### src/rtl/axil_reg_responder.sv
// AXI4-Lite register responder: NUM_REGS RW 32-bit registers at REG_BASE + 4*i with per-register write strobes.
// Define AXIL_REG_WSTRB_EN to add the s_axil_wstrb port and byte-granular register writes.
module axil_reg_responder #(
    parameter int          ADDR_WIDTH = 32,
    parameter int          NUM_REGS   = 8,
    parameter logic [31:0] REG_BASE   = 32'h0000_1000,
    parameter logic [31:0] ERR_DATA   = 32'hDEADBEEF
) (
    input  logic                     axil_aclk,
    input  logic                     axil_rst,
    input  logic                     s_axil_awvalid,
    input  logic [ADDR_WIDTH-1:0]    s_axil_awaddr,
    output logic                     s_axil_awready,
    input  logic                     s_axil_wvalid,
    input  logic [31:0]              s_axil_wdata,
`ifdef AXIL_REG_WSTRB_EN
    input  logic [3:0]               s_axil_wstrb,
`endif
    output logic                     s_axil_wready,
    output logic                     s_axil_bvalid,
    output logic [1:0]               s_axil_bresp,
    input  logic                     s_axil_bready,
    input  logic                     s_axil_arvalid,
    input  logic [ADDR_WIDTH-1:0]    s_axil_araddr,
    output logic                     s_axil_arready,
    output logic                     s_axil_rvalid,
    output logic [31:0]              s_axil_rdata,
    output logic [1:0]               s_axil_rresp,
    input  logic                     s_axil_rready,
    output logic [NUM_REGS*32-1:0]   reg_out,
    output logic [NUM_REGS-1:0]      reg_wr_pulse
);

    localparam int IDX_W = (NUM_REGS > 1) ? $clog2(NUM_REGS) : 1;
    localparam logic [ADDR_WIDTH-1:0] BASE  = ADDR_WIDTH'(REG_BASE);
    localparam logic [ADDR_WIDTH-1:0] LIMIT = ADDR_WIDTH'(NUM_REGS);

    localparam logic [1:0] W_IDLE    = 2'd0;
    localparam logic [1:0] W_HAVE_AW = 2'd1;
    localparam logic [1:0] W_HAVE_W  = 2'd2;
    localparam logic [1:0] W_RESP    = 2'd3;

    localparam logic [0:0] R_IDLE = 1'b0;
    localparam logic [0:0] R_DATA = 1'b1;

    localparam logic [1:0] RESP_OKAY   = 2'b00;
    localparam logic [1:0] RESP_SLVERR = 2'b10;

    logic [1:0]            w_state;
    logic [0:0]            r_state;
    logic [ADDR_WIDTH-1:0] aw_addr_q;
    logic [31:0]           w_data_q;
    logic [3:0]            w_strb_q;
    logic [31:0]           regs [NUM_REGS];

    logic                  aw_hs, w_hs, commit;
    logic [3:0]            wstrb_in;
    logic [ADDR_WIDTH-1:0] wr_addr, wr_off, rd_off;
    logic [31:0]           wr_data;
    logic [3:0]            wr_strb;
    logic                  wr_mapped, rd_mapped;
    logic [IDX_W-1:0]      wr_idx, rd_idx;

`ifdef AXIL_REG_WSTRB_EN
    assign wstrb_in = s_axil_wstrb;
`else
    assign wstrb_in = 4'hF;
`endif

    assign s_axil_awready = (w_state == W_IDLE) || (w_state == W_HAVE_W);
    assign s_axil_wready  = (w_state == W_IDLE) || (w_state == W_HAVE_AW);
    assign s_axil_arready = (r_state == R_IDLE);

    assign aw_hs = s_axil_awvalid && s_axil_awready;
    assign w_hs  = s_axil_wvalid && s_axil_wready;

    // Commit takes the address/data from whichever side arrives on this edge, else from the latch.
    always_comb begin
        commit  = 1'b0;
        wr_addr = s_axil_awaddr;
        wr_data = s_axil_wdata;
        wr_strb = wstrb_in;
        case (w_state)
            W_IDLE:    commit = aw_hs && w_hs;
            W_HAVE_AW: begin
                commit  = w_hs;
                wr_addr = aw_addr_q;
            end
            W_HAVE_W:  begin
                commit  = aw_hs;
                wr_data = w_data_q;
                wr_strb = w_strb_q;
            end
            default:   commit = 1'b0;
        endcase
    end

    always_comb begin
        wr_off    = wr_addr - BASE;
        wr_mapped = (wr_addr >= BASE) && ((wr_off >> 2) < LIMIT);
        wr_idx    = wr_off[IDX_W+1:2];
        rd_off    = s_axil_araddr - BASE;
        rd_mapped = (s_axil_araddr >= BASE) && ((rd_off >> 2) < LIMIT);
        rd_idx    = rd_off[IDX_W+1:2];
    end

    always_comb begin
        reg_out = '0;
        for (int unsigned i = 0; i < NUM_REGS; i++) begin
            reg_out[32*i +: 32] = regs[i];
        end
    end

    always_ff @(posedge axil_aclk or posedge axil_rst) begin
        if (axil_rst) begin
            w_state       <= W_IDLE;
            aw_addr_q     <= '0;
            w_data_q      <= '0;
            w_strb_q      <= '0;
            s_axil_bvalid <= 1'b0;
            s_axil_bresp  <= RESP_OKAY;
            reg_wr_pulse  <= '0;
            for (int unsigned i = 0; i < NUM_REGS; i++) begin
                regs[i] <= '0;
            end
        end else begin
            reg_wr_pulse <= '0;
            if (commit) begin
                w_state       <= W_RESP;
                s_axil_bvalid <= 1'b1;
                if (wr_mapped) begin
                    s_axil_bresp         <= RESP_OKAY;
                    reg_wr_pulse[wr_idx] <= 1'b1;
                    for (int unsigned k = 0; k < 4; k++) begin
                        if (wr_strb[k]) begin
                            regs[wr_idx][8*k +: 8] <= wr_data[8*k +: 8];
                        end
                    end
                end else begin
                    s_axil_bresp <= RESP_SLVERR;
                end
            end else begin
                case (w_state)
                    W_IDLE: begin
                        if (aw_hs) begin
                            aw_addr_q <= s_axil_awaddr;
                            w_state   <= W_HAVE_AW;
                        end else if (w_hs) begin
                            w_data_q <= s_axil_wdata;
                            w_strb_q <= wstrb_in;
                            w_state  <= W_HAVE_W;
                        end
                    end
                    W_RESP: begin
                        if (s_axil_bready) begin
                            s_axil_bvalid <= 1'b0;
                            w_state       <= W_IDLE;
                        end
                    end
                    default: ;
                endcase
            end
        end
    end

    // rdata samples regs before any same-edge write lands, so a racing read sees the old value.
    always_ff @(posedge axil_aclk or posedge axil_rst) begin
        if (axil_rst) begin
            r_state       <= R_IDLE;
            s_axil_rvalid <= 1'b0;
            s_axil_rdata  <= '0;
            s_axil_rresp  <= RESP_OKAY;
        end else begin
            case (r_state)
                R_IDLE: begin
                    if (s_axil_arvalid) begin
                        r_state       <= R_DATA;
                        s_axil_rvalid <= 1'b1;
                        if (rd_mapped) begin
                            s_axil_rdata <= regs[rd_idx];
                            s_axil_rresp <= RESP_OKAY;
                        end else begin
                            s_axil_rdata <= ERR_DATA;
                            s_axil_rresp <= RESP_SLVERR;
                        end
                    end
                end
                default: begin
                    if (s_axil_rready) begin
                        s_axil_rvalid <= 1'b0;
                        r_state       <= R_IDLE;
                    end
                end
            endcase
        end
    end

endmodule
### config.mk
export PLATFORM = sky130hd
export DESIGN_NAME = axil_reg_responder
export DESIGN_NICKNAME = d
export VERILOG_FILES = /design/src/rtl/axil_reg_responder.sv
export SDC_FILE = /design/constraint.sdc
export NUM_CORES = 1
export LEC_CHECK = 0
export BUFFER_PORTS_ARGS = -buffer_cell sky130_fd_sc_hd__buf_2
export CORE_MARGIN = 2
export CORE_UTILIZATION = 50
export CTS_CLUSTER_DIAMETER = 150
export DETAILED_ROUTE_END_ITERATION = 10
export GPL_ROUTABILITY_DRIVEN = 1
export GPL_TIMING_DRIVEN = 0
export PLACE_DENSITY = 0.73
export REMOVE_ABC_BUFFERS = 1
export SLEW_MARGIN = 30
export SYNTH_ARGS = -nofsm -noshare
export SYNTH_HDL_FRONTEND = slang
export SYNTH_SLANG_ARGS = --single-unit
### constraint.sdc
create_clock -name axil_aclk -period 14.2 [get_ports axil_aclk]
set_input_delay 1.42 -clock axil_aclk [delete_from_list [all_inputs] [get_ports axil_aclk]]
set_output_delay 1.42 -clock axil_aclk [all_outputs]
set_load 0.02 [all_outputs]
==> impl_results.md <==
- Clk pin slew, worst setup/hold paths: 0.06 ns
- Most instantiated flip-flop cell in the synthesis netlist: sky130_fd_sc_hd__dfrtp_1
- Die Width: 188 um
- Worst clock skew: 0.0159 ns
- Synthesized area per cell: 15.1 um2
- Hold buffer count at cts: 0
- Area share of and/or/nand/nor cells after synthesis: 6.33%
- Number of storage elements in the synthesis netlist: ~370
- Placeable core region: 33500 um2
- Aggregate negative setup slack: 0 ns
- Kind of capture point of the worst setup path: register
- Remaining Overflow, GRT: 0
- Proportion of netlist area held by the largest area contributor: 53.8%
- Leading cell type by number of instances after synthesis: sky130_fd_sc_hd__dfrtp_1
- Worst ir drop on vdd: 0.000103 V
- Detail Placement HPWL: 33700 um
- Maximum Capacitance Violations: 0
- Final #Nets: 1639
- Weighted congestion reported at the end of routability-driven placement: 0.826
- Wire length of the first global-routing pass: roughly 75000 um
- Pins over their slew limit: 0
- I/O pins: 408
- Synthesized instance count: 1124
- Filler Cell Count: 2562
- Inserted Clock Buffers: 40
- Clock root buffer master: sky130_fd_sc_hd__clkbuf_16
- CTS sink count: 366
- Count of flip-flops with a built-in enable after synthesis: 0
- Std cell rows: 67
- Rel. slew slack: 35.2%
- Proportion of synthesized area in mux cells: 34.2%
- Maximum number of buffers from clock root to sink: 3
- Kind of start point of the critical path: input pin
- Top post-synthesis cells by count: sky130_fd_sc_hd__dfrtp_1, sky130_fd_sc_hd__mux2_2, sky130_fd_sc_hd__mux2_4
- Vias after detailed routing: approximately 11000
- Average via count per standard cell: 5.70
- Fraction of final layout cells with drive strength greater than 1: 58.6%
- Achievable frequency: around 0.27 GHz
- Power per standard cell area: 125 nW/um2
- Setup Viol. Count Final: 0
- Count of unique library cells instantiated by Yosys: 52
- Synthesized-area fraction occupied by ao, oa, aoi and oai cells: 2.44%
- Maximum fanout along the worst path: 17
- Chip height: between 150 and 200 um
- Worst slew pin tran: 0.969 ns
- Worst setup margin: ~10 ns
- Pre-antenna DRT Iters: 4
- Xor and xnor fraction of the mapped netlist area: 0%
- CP arrival: 4.13 ns
- Post-synthesis sequential area ratio: between 50% and 60%
- Final Hold Fails: 0
- Leakage power of the design: 10.8 nW
- Antenna violations before repair: 1
- Antenna diodes: 0
- Data required time of the worst path: 14.61 ns
- Synthesized-area fraction occupied by adder cells: 0%
- Summed instance area of the synthesized netlist: 17000 um2
- Critical path type: in -> reg
- Growth of design area from synthesis to finish: 23.6%
- Class of the tightest hold or removal check: reg -> reg
- Asr flop ratio synth: 100%
- Number of global-route vias before repair: 11816
- Worst slack at placement: about 9.9 ns
- Maximum number of pins on one net before global-route repair: between 90 and 100
- Result of the run: complete, no violations
- All-layer global routing usage: 27.7%
- CTS tree: yes
- Average detailed-routed wire length per instance: 24.5 um
- Main combinational cell family by area after synthesis: multiplexers
- Initial standard-cell utilization of the core: 50.7%
- DR iter-0 viols: 608
- Library cell occupying the most area in the post-synthesis netlist: sky130_fd_sc_hd__dfrtp_1
- Resize count post-CTS: 0
- Final wirelength: 49200 um
- Die Outline Area: 35500 um2
- WHS: 0.501 ns
- Setup repair after global routing missed its margin: no
- Count of buffers added by post-CTS timing repair for setup: 0
- Clock network latency to the later pin of the worst-skew pair: 0.54 ns
- Number of H-tree branching levels: 2
- Warnings, synthesis: 0
- Number of remaining DRC errors: 0
- Post-route fraction of the period consumed by the critical path: a little over a quarter
- Buffers on Ports: 401
- Cells taking the most area after synthesis: sky130_fd_sc_hd__dfrtp_1, sky130_fd_sc_hd__mux2_2, sky130_fd_sc_hd__mux2_4
- Final worst path period need: 3.72 ns
- Final ANT Viol Nets: 0
-- final cells by class --
class | instances | area (um2) | share of cell area (%)
tap | 448 | 561 | 2.67
clock inverter | 11 | 97.6 | 0.464
inverter | 8 | 37.5 | 0.179
clock buffer | 58 | 1190 | 5.66
timing repair buffer | 435 | 2600 | 12.4
multi-input combinational | 685 | 7370 | 35.1
sequential | 366 | 9160 | 43.6
-- path summary, 6_finish.rpt --
| kind | end | cells past startpoint | from | slack [ns] |
|---|---|---|---|---|
| min | aw_addr_q[24]$_DFFE_PP0P_ | 1 | aw_addr_q[24]$_DFFE_PP0P_ | 0.50 |
| max reg2reg | reg_out[27]$_DFFE_PP0P_ | 9 | w_state[0]$_DFFE_PP0P_ | 10.82 |
| max in group asynchronous | s_axil_rdata[13]$_DFFE_PP0P_ | 4 | axil_rst | 12.18 |
| min in group asynchronous | reg_out[96]$_DFFE_PP0P_ | 2 | axil_rst | 0.82 |
| max | reg_out[93]$_DFFE_PP0P_ | 8 | s_axil_awaddr[13] | 10.48 |
| min reg2reg | aw_addr_q[24]$_DFFE_PP0P_ | 1 | aw_addr_q[24]$_DFFE_PP0P_ | 0.50 |
-- layout by cell type, fill, tap and decap left out, types with 5 or more instances in the layout --
cell,instances
sky130_fd_sc_hd__mux2i_1,24
sky130_fd_sc_hd__clkbuf_1,7
sky130_fd_sc_hd__nand2_1,101
sky130_fd_sc_hd__a31oi_1,7
sky130_fd_sc_hd__mux4_2,64
sky130_fd_sc_hd__clkbuf_16,41
sky130_fd_sc_hd__nor4_1,8
sky130_fd_sc_hd__nor2_4,5
sky130_fd_sc_hd__or4_1,5
sky130_fd_sc_hd__nor2_1,44
sky130_fd_sc_hd__a22o_1,8
sky130_fd_sc_hd__nor3_1,7
sky130_fd_sc_hd__clkbuf_8,10
sky130_fd_sc_hd__inv_1,7
sky130_fd_sc_hd__buf_12,5
sky130_fd_sc_hd__a21oi_1,29
sky130_fd_sc_hd__buf_16,14
sky130_fd_sc_hd__buf_2,409
sky130_fd_sc_hd__mux2_2,205
sky130_fd_sc_hd__clkinv_2,5
sky130_fd_sc_hd__mux2_4,120
sky130_fd_sc_hd__dfrtp_1,366
sky130_fd_sc_hd__nand3_1,5
-- power breakdown --
part / internal, mW / leakage (nW) / switching [mW]
Clock: 0.600 / 0.637 / 0.420
Combinational: 0.156 / 5.34 / 0.250
Sequential: 1.14 / 4.85 / 0.0601
-- worst max-delay path, stage by stage --
cell and delay, ns:
sky130_fd_sc_hd__buf_2 0.11, sky130_fd_sc_hd__or4_4 0.55, sky130_fd_sc_hd__nor4b_2 0.27, sky130_fd_sc_hd__a22o_4 0.22
sky130_fd_sc_hd__nand4_4 0.28, sky130_fd_sc_hd__nor2_8 0.62, sky130_fd_sc_hd__buf_12 0.28, sky130_fd_sc_hd__mux2_2 0.35
-- cell families (layout without fill, tap and decap cells) --
kind of cell,after synthesis,count (layout)
buffers and inverters,74,512
other,1,2
multiplexers,415,415
AO/OA/AOI/OAI,62,62
flip-flops,366,366
AND/OR/NAND/NOR,206,206
-- through the flow --
step | power (mW) | cells | util, % | cell area, um2
6_report | 2.62 | 2011 | 62.7 | 21000
5_1_grt | 2.73 | 2011 | 62.7 | 21000
2_1_floorplan | 1.46 | 1059 | - | 16500
3_5_place_dp | 1.62 | 1942 | 58.8 | 19700
3_3_place_gp | 1.58 | 1908 | 56.9 | 19100
4_1_cts | 2.64 | 2011 | 62.7 | 21000
-- metal layers --
layer / part of all wire (%) / vias to the layer above / track usage, %
met5: 0.022 / - / 0
met4: 2.9 / 2 / 8.35
met3: 7.8 / 99 / 7.13
met2: 49 / 439 / 46.4
met1: 40 / 5989 / 35.6
li1: - / 4933 / -
-- state kept, by name, indices dropped and copies added, names as in the netlist --
register       flops
reg_out          256
s_axil_rdata      32
w_data_q          32
aw_addr_q         30
reg_wr_pulse       8
w_state            2
r_state            1
s_axil_bresp       1
s_axil_bvalid      1
s_axil_rresp       1
s_axil_rvalid      1
w_strb_q           1
Note: power is estimated with default switching activity, not from simulation.
